**src/rtl/i2c_xfer_sequencer_if.sv**
```systemverilog
// i2c_xfer_sequencer_if: register-block, control-buffer and byte-engine signals of the sequencer
interface i2c_xfer_sequencer_if #(parameter int CNT_W = 8);
  logic             start_req;
  logic             abort_req;
  logic [CNT_W-1:0] byte_count;
  logic [9:0]       cfg_bus_address;
  logic             cfg_data_direction;
  logic             cfg_address_mode;
  logic             cfg_stretch_enabled;
  logic [31:0]      cfg_clock_div;
  logic             bus_busy;
  logic             byte_done;
  logic             ack_error;
  logic             arb_lost;
  logic             master_idle;
  logic             load_buffer;
  logic [9:0]       u_bus_address;
  logic             u_data_direction;
  logic             u_address_mode;
  logic             u_stretch_enabled;
  logic [31:0]      u_clock_div;
  logic             master_start;
  logic             master_stop;
  logic             busy;
  logic             done;
  logic [4:0]       status;
  logic [CNT_W-1:0] bytes_left;
  modport slave (
    input  start_req, abort_req, byte_count, cfg_bus_address, cfg_data_direction,
           cfg_address_mode, cfg_stretch_enabled, cfg_clock_div, bus_busy, byte_done,
           ack_error, arb_lost, master_idle,
    output load_buffer, u_bus_address, u_data_direction, u_address_mode, u_stretch_enabled,
           u_clock_div, master_start, master_stop, busy, done, status, bytes_left
  );
  modport master (
    output start_req, abort_req, byte_count, cfg_bus_address, cfg_data_direction,
           cfg_address_mode, cfg_stretch_enabled, cfg_clock_div, bus_busy, byte_done,
           ack_error, arb_lost, master_idle,
    input  load_buffer, u_bus_address, u_data_direction, u_address_mode, u_stretch_enabled,
           u_clock_div, master_start, master_stop, busy, done, status, bytes_left
  );
endinterface

```
**src/rtl/i2c_xfer_sequencer.sv**
```systemverilog
// i2c_xfer_sequencer: runs one I2C master transaction per start command and reports sticky status
module i2c_xfer_sequencer #(
  parameter int CNT_W     = 8,
  parameter int TO_W      = 16,
  parameter int TO_CYCLES = 50000
) (
  input  logic               clk,
  input  logic               rst,
  i2c_xfer_sequencer_if.slave b
);
  typedef enum logic [2:0] {IDLE, WAIT_BUS, LOAD, START, XFER, STOP, DONE} state_t;
  state_t           state_q, state_d;
  logic [TO_W-1:0]  to_q, to_d;
  logic [CNT_W-1:0] left_q, left_d, left_dec;
  logic [4:0]       status_q, status_d;
  logic [9:0]       addr_q, addr_d;
  logic             dir_q, dir_d, mode_q, mode_d, stretch_q, stretch_d;
  logic [31:0]      div_q, div_d;
  assign left_dec = (left_q == '0) ? '0 : left_q - CNT_W'(1);
  always_ff @(posedge clk) begin
    if (rst) begin
      state_q   <= IDLE;
      to_q      <= '0;
      left_q    <= '0;
      status_q  <= '0;
      addr_q    <= '0;
      dir_q     <= 1'b0;
      mode_q    <= 1'b0;
      stretch_q <= 1'b1;
      div_q     <= 32'd300;
    end else begin
      state_q   <= state_d;
      to_q      <= to_d;
      left_q    <= left_d;
      status_q  <= status_d;
      addr_q    <= addr_d;
      dir_q     <= dir_d;
      mode_q    <= mode_d;
      stretch_q <= stretch_d;
      div_q     <= div_d;
    end
  end
  always_comb begin
    state_d   = state_q;
    to_d      = to_q;
    left_d    = left_q;
    status_d  = status_q;
    addr_d    = addr_q;
    dir_d     = dir_q;
    mode_d    = mode_q;
    stretch_d = stretch_q;
    div_d     = div_q;
    case (state_q)
      IDLE: if (b.start_req) begin
        status_d  = (b.byte_count == '0) ? 5'b10000 : 5'b00000;
        left_d    = (b.byte_count == '0) ? left_q : b.byte_count;
        state_d   = (b.byte_count == '0) ? DONE : WAIT_BUS;
        to_d      = '0;
        addr_d    = b.cfg_bus_address;
        dir_d     = b.cfg_data_direction;
        mode_d    = b.cfg_address_mode;
        stretch_d = b.cfg_stretch_enabled;
        div_d     = b.cfg_clock_div;
      end
      WAIT_BUS: begin
        to_d = to_q + TO_W'(1);
        if (b.abort_req) begin
          status_d[2] = 1'b1;
          state_d     = DONE;
        end else if (!b.bus_busy) begin
          state_d = LOAD;
        end else if (to_q == TO_W'(TO_CYCLES - 1)) begin
          status_d[3] = 1'b1;
          state_d     = DONE;
        end
      end
      LOAD:  state_d = START;
      START: state_d = XFER;
      XFER: begin
        if (b.arb_lost) begin
          status_d[1] = 1'b1;
          status_d[2] = status_q[2] | b.abort_req;
          state_d     = DONE;
        end else if (b.ack_error) begin
          status_d[0] = 1'b1;
          left_d      = b.byte_done ? left_dec : left_q;
          state_d     = STOP;
        end else if (b.abort_req) begin
          status_d[2] = 1'b1;
          state_d     = STOP;
        end else if (b.byte_done) begin
          left_d  = left_dec;
          state_d = (left_dec == '0) ? STOP : XFER;
        end
      end
      STOP: begin
        status_d[2] = status_q[2] | b.abort_req;
        state_d     = b.master_idle ? DONE : STOP;
      end
      DONE:    state_d = IDLE;
      default: state_d = IDLE;
    endcase
  end
  assign b.load_buffer       = state_q == LOAD;
  assign b.master_start      = state_q == START;
  assign b.master_stop       = state_q == STOP;
  assign b.done              = state_q == DONE;
  assign b.busy              = state_q != IDLE;
  assign b.status            = status_q;
  assign b.bytes_left        = left_q;
  assign b.u_bus_address     = addr_q;
  assign b.u_data_direction  = dir_q;
  assign b.u_address_mode    = mode_q;
  assign b.u_stretch_enabled = stretch_q;
  assign b.u_clock_div       = div_q;
endmodule

```
**src/flat_wrapper.sv**
```systemverilog
// flat-port wrapper written by rule: the top's interface ports become plain ports
module i2c_xfer_sequencer_flat 
#(
  parameter int CNT_W     = 8,
  parameter int TO_W      = 16,
  parameter int TO_CYCLES = 50000
)
  (clk, rst, b_start_req, b_abort_req, b_byte_count, b_cfg_bus_address, b_cfg_data_direction, b_cfg_address_mode, b_cfg_stretch_enabled, b_cfg_clock_div, b_bus_busy, b_byte_done, b_ack_error, b_arb_lost, b_master_idle, b_load_buffer, b_u_bus_address, b_u_data_direction, b_u_address_mode, b_u_stretch_enabled, b_u_clock_div, b_master_start, b_master_stop, b_busy, b_done, b_status, b_bytes_left);
  i2c_xfer_sequencer_if #(.CNT_W(CNT_W)) b_i ();
  input  logic clk;
  input  logic rst;
  input wire logic [$bits(b_i.start_req)-1:0] b_start_req;
  input wire logic [$bits(b_i.abort_req)-1:0] b_abort_req;
  input wire logic [$bits(b_i.byte_count)-1:0] b_byte_count;
  input wire logic [$bits(b_i.cfg_bus_address)-1:0] b_cfg_bus_address;
  input wire logic [$bits(b_i.cfg_data_direction)-1:0] b_cfg_data_direction;
  input wire logic [$bits(b_i.cfg_address_mode)-1:0] b_cfg_address_mode;
  input wire logic [$bits(b_i.cfg_stretch_enabled)-1:0] b_cfg_stretch_enabled;
  input wire logic [$bits(b_i.cfg_clock_div)-1:0] b_cfg_clock_div;
  input wire logic [$bits(b_i.bus_busy)-1:0] b_bus_busy;
  input wire logic [$bits(b_i.byte_done)-1:0] b_byte_done;
  input wire logic [$bits(b_i.ack_error)-1:0] b_ack_error;
  input wire logic [$bits(b_i.arb_lost)-1:0] b_arb_lost;
  input wire logic [$bits(b_i.master_idle)-1:0] b_master_idle;
  output wire logic [$bits(b_i.load_buffer)-1:0] b_load_buffer;
  output wire logic [$bits(b_i.u_bus_address)-1:0] b_u_bus_address;
  output wire logic [$bits(b_i.u_data_direction)-1:0] b_u_data_direction;
  output wire logic [$bits(b_i.u_address_mode)-1:0] b_u_address_mode;
  output wire logic [$bits(b_i.u_stretch_enabled)-1:0] b_u_stretch_enabled;
  output wire logic [$bits(b_i.u_clock_div)-1:0] b_u_clock_div;
  output wire logic [$bits(b_i.master_start)-1:0] b_master_start;
  output wire logic [$bits(b_i.master_stop)-1:0] b_master_stop;
  output wire logic [$bits(b_i.busy)-1:0] b_busy;
  output wire logic [$bits(b_i.done)-1:0] b_done;
  output wire logic [$bits(b_i.status)-1:0] b_status;
  output wire logic [$bits(b_i.bytes_left)-1:0] b_bytes_left;
  assign b_i.start_req = b_start_req;
  assign b_i.abort_req = b_abort_req;
  assign b_i.byte_count = b_byte_count;
  assign b_i.cfg_bus_address = b_cfg_bus_address;
  assign b_i.cfg_data_direction = b_cfg_data_direction;
  assign b_i.cfg_address_mode = b_cfg_address_mode;
  assign b_i.cfg_stretch_enabled = b_cfg_stretch_enabled;
  assign b_i.cfg_clock_div = b_cfg_clock_div;
  assign b_i.bus_busy = b_bus_busy;
  assign b_i.byte_done = b_byte_done;
  assign b_i.ack_error = b_ack_error;
  assign b_i.arb_lost = b_arb_lost;
  assign b_i.master_idle = b_master_idle;
  assign b_load_buffer = b_i.load_buffer;
  assign b_u_bus_address = b_i.u_bus_address;
  assign b_u_data_direction = b_i.u_data_direction;
  assign b_u_address_mode = b_i.u_address_mode;
  assign b_u_stretch_enabled = b_i.u_stretch_enabled;
  assign b_u_clock_div = b_i.u_clock_div;
  assign b_master_start = b_i.master_start;
  assign b_master_stop = b_i.master_stop;
  assign b_busy = b_i.busy;
  assign b_done = b_i.done;
  assign b_status = b_i.status;
  assign b_bytes_left = b_i.bytes_left;
  i2c_xfer_sequencer #(.CNT_W(CNT_W), .TO_W(TO_W), .TO_CYCLES(TO_CYCLES)) u_core (.clk(clk), .rst(rst), .b(b_i));
endmodule
```
**config.mk**
```make
export PLATFORM = sky130hd
export DESIGN_NAME = i2c_xfer_sequencer_flat
export DESIGN_NICKNAME = d
export VERILOG_FILES = /design/src/rtl/i2c_xfer_sequencer_if.sv /design/src/rtl/i2c_xfer_sequencer.sv /design/src/flat_wrapper.sv
export SDC_FILE = /design/constraint.sdc
export NUM_CORES = 1
export LEC_CHECK = 0
export CAP_MARGIN = 20
export CELL_PAD_IN_SITES_DETAIL_PLACEMENT = 1
export CELL_PAD_IN_SITES_GLOBAL_PLACEMENT = 1
export CORE_UTILIZATION = 32
export CTS_BUF_LIST = sky130_fd_sc_hd__clkbuf_4 sky130_fd_sc_hd__clkbuf_8 sky130_fd_sc_hd__clkbuf_16
export DETAILED_ROUTE_END_ITERATION = 12
export PLACE_DENSITY_LB_ADDON = 0.1
export SYNTH_ARGS = -nofsm -noshare
export SYNTH_HDL_FRONTEND = slang
export SYNTH_SLANG_ARGS = --single-unit
```
**constraint.sdc**
```tcl
create_clock -name clk -period 2.6 [get_ports clk]
set_input_delay 0.52 -clock clk [delete_from_list [all_inputs] [get_ports clk]]
set_output_delay 0.52 -clock clk [all_outputs]
set_load 0.01 [all_outputs]
```
Word-level counts from Yosys, hierarchy flattened
Index checks and enable logic that the tools add are counted.

operators by class
  add/subtract/negate cells = 2
  $mul = 0
  div/mod/pow operators = 0
  $lt $le $gt $ge = 0
  equal/unequal tests = 19
  shift operators = 0
  mux-type cells = 36
  bitwise operators = 1
  reduce and logical (&&, ||, !) cells = 16

operators by type and width
  kind                                                  number
  two-way mux 8 bit                                     7
  case mux 16 bit (2 select lines)                      1
  two-way mux 3 bit                                     9
  logical NOT 8 bit                                     3
  case mux 3 bit (6 select lines)                       1
  adder 16 x 1 -> 16 bit (second input constant)        1
  equality test 16 bit (second input constant)          1
  two-way mux 16 bit                                    1
  case mux 8 bit (2 select lines)                       1
  != test 2 bit (second input constant)                 7
  two-way mux 1 bit                                     10
  AND reduction 5 bit                                   2
  equality test 3 bit (second input constant)           3
  AND reduction 3 bit                                   3
  subtractor 8 x 1 -> 8 bit (second input constant)     1
  equality test 3 x 2 -> 1 bit (second input constant)  2
  != test 3 bit (second input constant)                 2
  two-way mux 5 bit                                     1
  != test 5 bit (second input constant)                 1
  two-way mux 4 bit                                     1
  != test 4 x 3 -> 1 bit (second input constant)        1
  case mux 1 bit (4 select lines)                       1
  case mux 2 bit (2 select lines)                       1
  AND reduction 2 bit                                   2
  other kinds (10)                                      11

storage, ports and cells
  flip-flop bits (word level) = 77
  bits in latches = 0
  RAM bits = 0
  bits in read-only memories = 0
  input bits = 62
  word-level logic and storage cells = 87
  memories = 0

Longest topological paths before layout
  word-level depth = 9
  mapped depth = 7
  gate-level depth less buffers = 6

Worst setup path after synthesis
Ideal clock, no wire load.

  path kind = reg2reg
  start = reg u_core.left_q[0], in the netlist u_core.b.bytes_left[0]
  end = reg u_core.left_q[5], in the netlist u_core.b.bytes_left[5]
  setup time = 128 ps
  arrival = 1879 ps
  data required time = 2472 ps
  setup slack = 593 ps
  stages on the path, launching flop included = 7
  clock period less this slack = 2007 ps
  cell sequence = dfxtp_1 inv_1 ha_1 or4b_2 or2_2 a32oi_1 o32ai_1

on the way
  longest elaborated chain between the ends = 7
  elaborated cells between the ends (all ways) = 8

ends and longest elaborated chain
  item                                                            RTL line                                            RTL
  from (decl)                                                     i2c_xfer_sequencer.sv:14                            logic [CNT_W-1:0] left_q, left_d, left_dec;
  from (signal assigned)                                          i2c_xfer_sequencer.sv:34                            left_q <= left_d;
  subtractor 8 x 1 -> 8 bit or logical NOT 8 bit (tied branches)  i2c_xfer_sequencer.sv:19                            assign left_dec = (left_q == '0) ? '0 : left_q - CNT_W'(1);
  two-way mux 8 bit *                                             i2c_xfer_sequencer.sv:19
  two-way mux 8 bit *                                             i2c_xfer_sequencer.sv:86, i2c_xfer_sequencer.sv:91
  two-way mux 8 bit                                               i2c_xfer_sequencer.sv:88                            end else if (b.abort_req) begin
  two-way mux 8 bit *                                             i2c_xfer_sequencer.sv:84                            end else if (b.ack_error) begin
  two-way mux 8 bit *                                             i2c_xfer_sequencer.sv:80                            if (b.arb_lost) begin
  case mux 8 bit (2 select lines) *                               i2c_xfer_sequencer.sv:53                            case (state_q)

Every way passes the cells marked *; elsewhere a longest branch is shown, timed or not. The select of a mux whose other input is x is not followed.
A chain may end at the register's enable or synchronous reset.

Worst setup path after layout
  start = reg u_core.state_q[0]
  end = out b_load_buffer

on the way
  longest elaborated chain between the ends = 1

ends and longest elaborated chain
  item                          RTL line                   RTL
  from (decl)                   i2c_xfer_sequencer.sv:12   state_t state_q, state_d;
  from (signal assigned)        i2c_xfer_sequencer.sv:32   state_q <= state_d;
  equality test 3 x 2 -> 1 bit  i2c_xfer_sequencer.sv:104  assign b.load_buffer = state_q == LOAD;
  to (decl)                     flat_wrapper.sv:25         output wire logic [$bits(b_i.load_buffer)-1:0] b_load_buffer;

No other way between the ends.

==> results.json <==
{
  "clock_power_share": 0.186,
  "dp_hpwl_um": 8106,
  "leakage_nw": 1.826,
  "postCtsSetupBuffers": 0,
  "async_reset_ff_frac": 0,
  "port_buffers": 124,
  "synth_area_leaders": "dfxtp_1 (43%), nand2_1 (11%), a21oi_1 (9.0%), nor2_1 (2.7%), clkbuf_1 (2.2%)",
  "cp_max_fo": 12,
  "synth_top_flop_cell": "dfxtp_1",
  "p_int_mw": 2.810,
  "rows": 38,
  "peakVddDrop_v": 0.0003161,
  "gp_congestion": 0.7942,
  "seqPwrFrac": 0.356,
  "area_delta_synth_final_pct": 44.28,
  "synth_seq_area_share": 0.4326,
  "antenna_found_initial": 0,
  "first_pass_iters": 4,
  "p_per_area_mw_per_mm2": 901.6,
  "ys_ff_latch": 77,
  "vias": 3745,
  "cts_inserted_buffers": 9,
  "critPathCaptureType": "output port",
  "worstPathArrival_ns": 1.82,
  "synth_nets": 509,
  "die_y_um": 107.5,
  "start_util": 0.3287,
  "core_mm2": 0.01084,
  "fin_ws_ns": 0.2568,
  "placed_cell_area_mm2": 0.004960,
  "placed_cells": 694,
  "grt_overflow": 0,
  "slowest_stage": "clkdlybuf4s50_1",
  "worst_slew_pin_slew_ns": 0.6237,
  "vias_per_cell": 5.275,
  "drt-initial-drc-count": 119,
  "crit_type": "flop to output port",
  "synth.distinct_cells": 62,
  "skew_ns": 0.01029,
  "clk_path_buf_depth": 2,
  "outcome": "complete, no violations",
  "place_ws_ns": 0.04074,
  "layout_commonest_cell": "clkdlybuf4s50_1",
  "drc_errors": 0,
  "clkTransAtPathRegs_ns": 0.09,
  "slowest_delay_ns": 0.59,
  "setup_tns_ns": 0,
  "postCtsHoldBufs": 0,
  "cts_root_buffer": "clkbuf_8",
  "slew_violations": 0,
  "routedWlPerCell_um": 16.22,
  "drt-total-wl_um": 11520,
  "crit_chain": "buf_4, nor3b_1, clkdlybuf4s50_1",
  "design_area_mm2": 0.005141,
  "nets": 629,
  "switching_share": 0.3939,
  "cts_tree": "yes",
  "synth_top_area_cell": "dfxtp_1",
  "holdCritPathClass": "flop to flop",
  "finalSetupViolCount": 0,
  "fmax_mhz": 426.8,
  "total_power_mw": 4.635,
  "hold_slack_ns": 0.4569,
  "drive_gt1_frac": 0.09123,
  "synth_edf_count": 0,
  "start_kind": "flop",
  "synthCells": 445,
  "worst-endpoint-required_ns": 2.08,
  "io_pins": 125,
  "grt_pass1_vias": 3680,
  "track_usage": 0.2050,
  "synth_warnings": 0,
  "cts_sinks": 77,
  "post-synth-top-area-fraction": 0.4326,
  "netSwitchingPower_mw": 1.826,
  "combPwrFrac": 0.457,
  "fin_crit_sh": 0.9012,
  "nFillCells": 1328,
  "dieWidth_um": 107.5,
  "grt_pass1_wl_um": 18510,
  "syn-cell-area_mm2": 0.003563,
  "finalHoldViolCount": 0,
  "dieArea_mm2": 0.01156,
  "rsz0062_at_grt": "no",
  "avgSynthCellArea_um2": 8.008,
  "max_cap_viol_count": 0,
  "final_antenna_net_count": 0,
  "fin_crit_ns": 2.343,
  "relSlewSlack": 0.5784,
  "htree_num_levels": 3,
  "antennaDiodeCount": 0,
  "final_cell_mix": "clkdlybuf4s50_1 (123), nand2_1 (108), dfxtp_1 (76), a21oi_1 (64), nor2_1 (26)",
  "final_core_util": 0.4743,
  "grt_max_degree": 57,
  "insertion_delay_ns": 0.36,
  "stdcell_count": 710
}
## cell usage after synthesis (3+ instances only)
library cell,number
nand2_1,108
dfxtp_1,77
a21oi_1,64
nor2_1,26
clkbuf_1,21
nand3_1,12
inv_1,6
nand3b_1,6
nor3b_1,6
nor4_1,6
nor4b_1,6
or4_1,6
a211oi_1,5
nand4_1,5
o21ai_0,5
a22oi_1,4
o311ai_0,4
or3_1,4
a21boi_0,3
a2bb2oi_1,3
and3_1,3
and4_1,3
mux2_2,3
nand2b_1,3
nor3_1,3
o32ai_1,3
or2_2,3
## worst paths after layout
check | start | endpoint | slack, ns | cells past startpoint
worst min register to register | u_core.b.u_bus_address[7] | u_core.b.u_bus_address[7] | 0.46 | 2
worst min-delay path | u_core.b.u_bus_address[7] | u_core.b.u_bus_address[7] | 0.46 | 2
worst max register to register | u_core.b.bytes_left[0] | u_core.b.bytes_left[3] | 0.33 | 6
worst max-delay path | u_core.state_q[0] | b_load_buffer | 0.26 | 3
## repair_timing
action	in CTS	in global routing
endpoints found under the hold margin	0	0
gates resized for setup	0	1
endpoints found under the setup margin	0	1
## registers in the layout, indices dropped and copies added (netlist names)
| signal | count |
|---|---|
| u_core.b.u_bus_address | 10 |
| u_core.state_q | 3 |
| u_core.b.u_address_mode | 1 |
| u_core.b.u_clock_div | 32 |
| u_core.b.bytes_left | 8 |
| u_core.b.u_data_direction | 1 |
| u_core.b.u_stretch_enabled | 1 |
| u_core.b.status | 5 |
| u_core.to_q | 16 |
## worst max-delay path, delay by kind of cell (launching register included)
kind                   cells  cell delay, ns
buffers and inverters      2            0.80
AND/OR/NAND/NOR            1            0.27
flip-flops                 1            0.40
## kinds of logic (layout without fill, tap and decap cells)
logic type,count (synthesis),after routing,synth area share
AO/OA/AOI/OAI,112,112,0.2001
XOR/XNOR,1,1,0.002458
adder cells (fa/ha/maj),2,2,0.007021
buffers and inverters,35,160,0.04529
flip-flops,77,77,0.4326
multiplexers,4,4,0.01229
AND/OR/NAND/NOR,214,214,0.3002
## per-layer routing
layer	track usage	share of wire
met1	0.2675	0.45
met4	0.08611	0.020
met2	0.3370	0.49
met3	0.02906	0.041
met5	0	0
## power groups by stage
stage / Sequential, mW / Clock, mW / Combinational [mW]
floorplan: 1.69 / 0 / 1.15
global placement: 1.67 / 0 / 2.09
detailed placement: 1.68 / 0 / 2.13
CTS: 1.65 / 0.898 / 2.14
global route: 1.70 / 0.950 / 2.31
finish: 1.65 / 0.863 / 2.12
## final cells by class
type                            count  area [µm²]  share of cell area
Inverter                            6       22.52            0.004381
Sequential cell                    77        1543              0.3001
Multi-Input combinational cell    333        1867              0.3631
Clock inverter                      5       35.03            0.006814
Timing Repair Buffer              138        1354              0.2633
Tap cell                          140       175.2             0.03407
Clock buffer                       11       145.1             0.02823
Power figures use the tool's default switching activity.
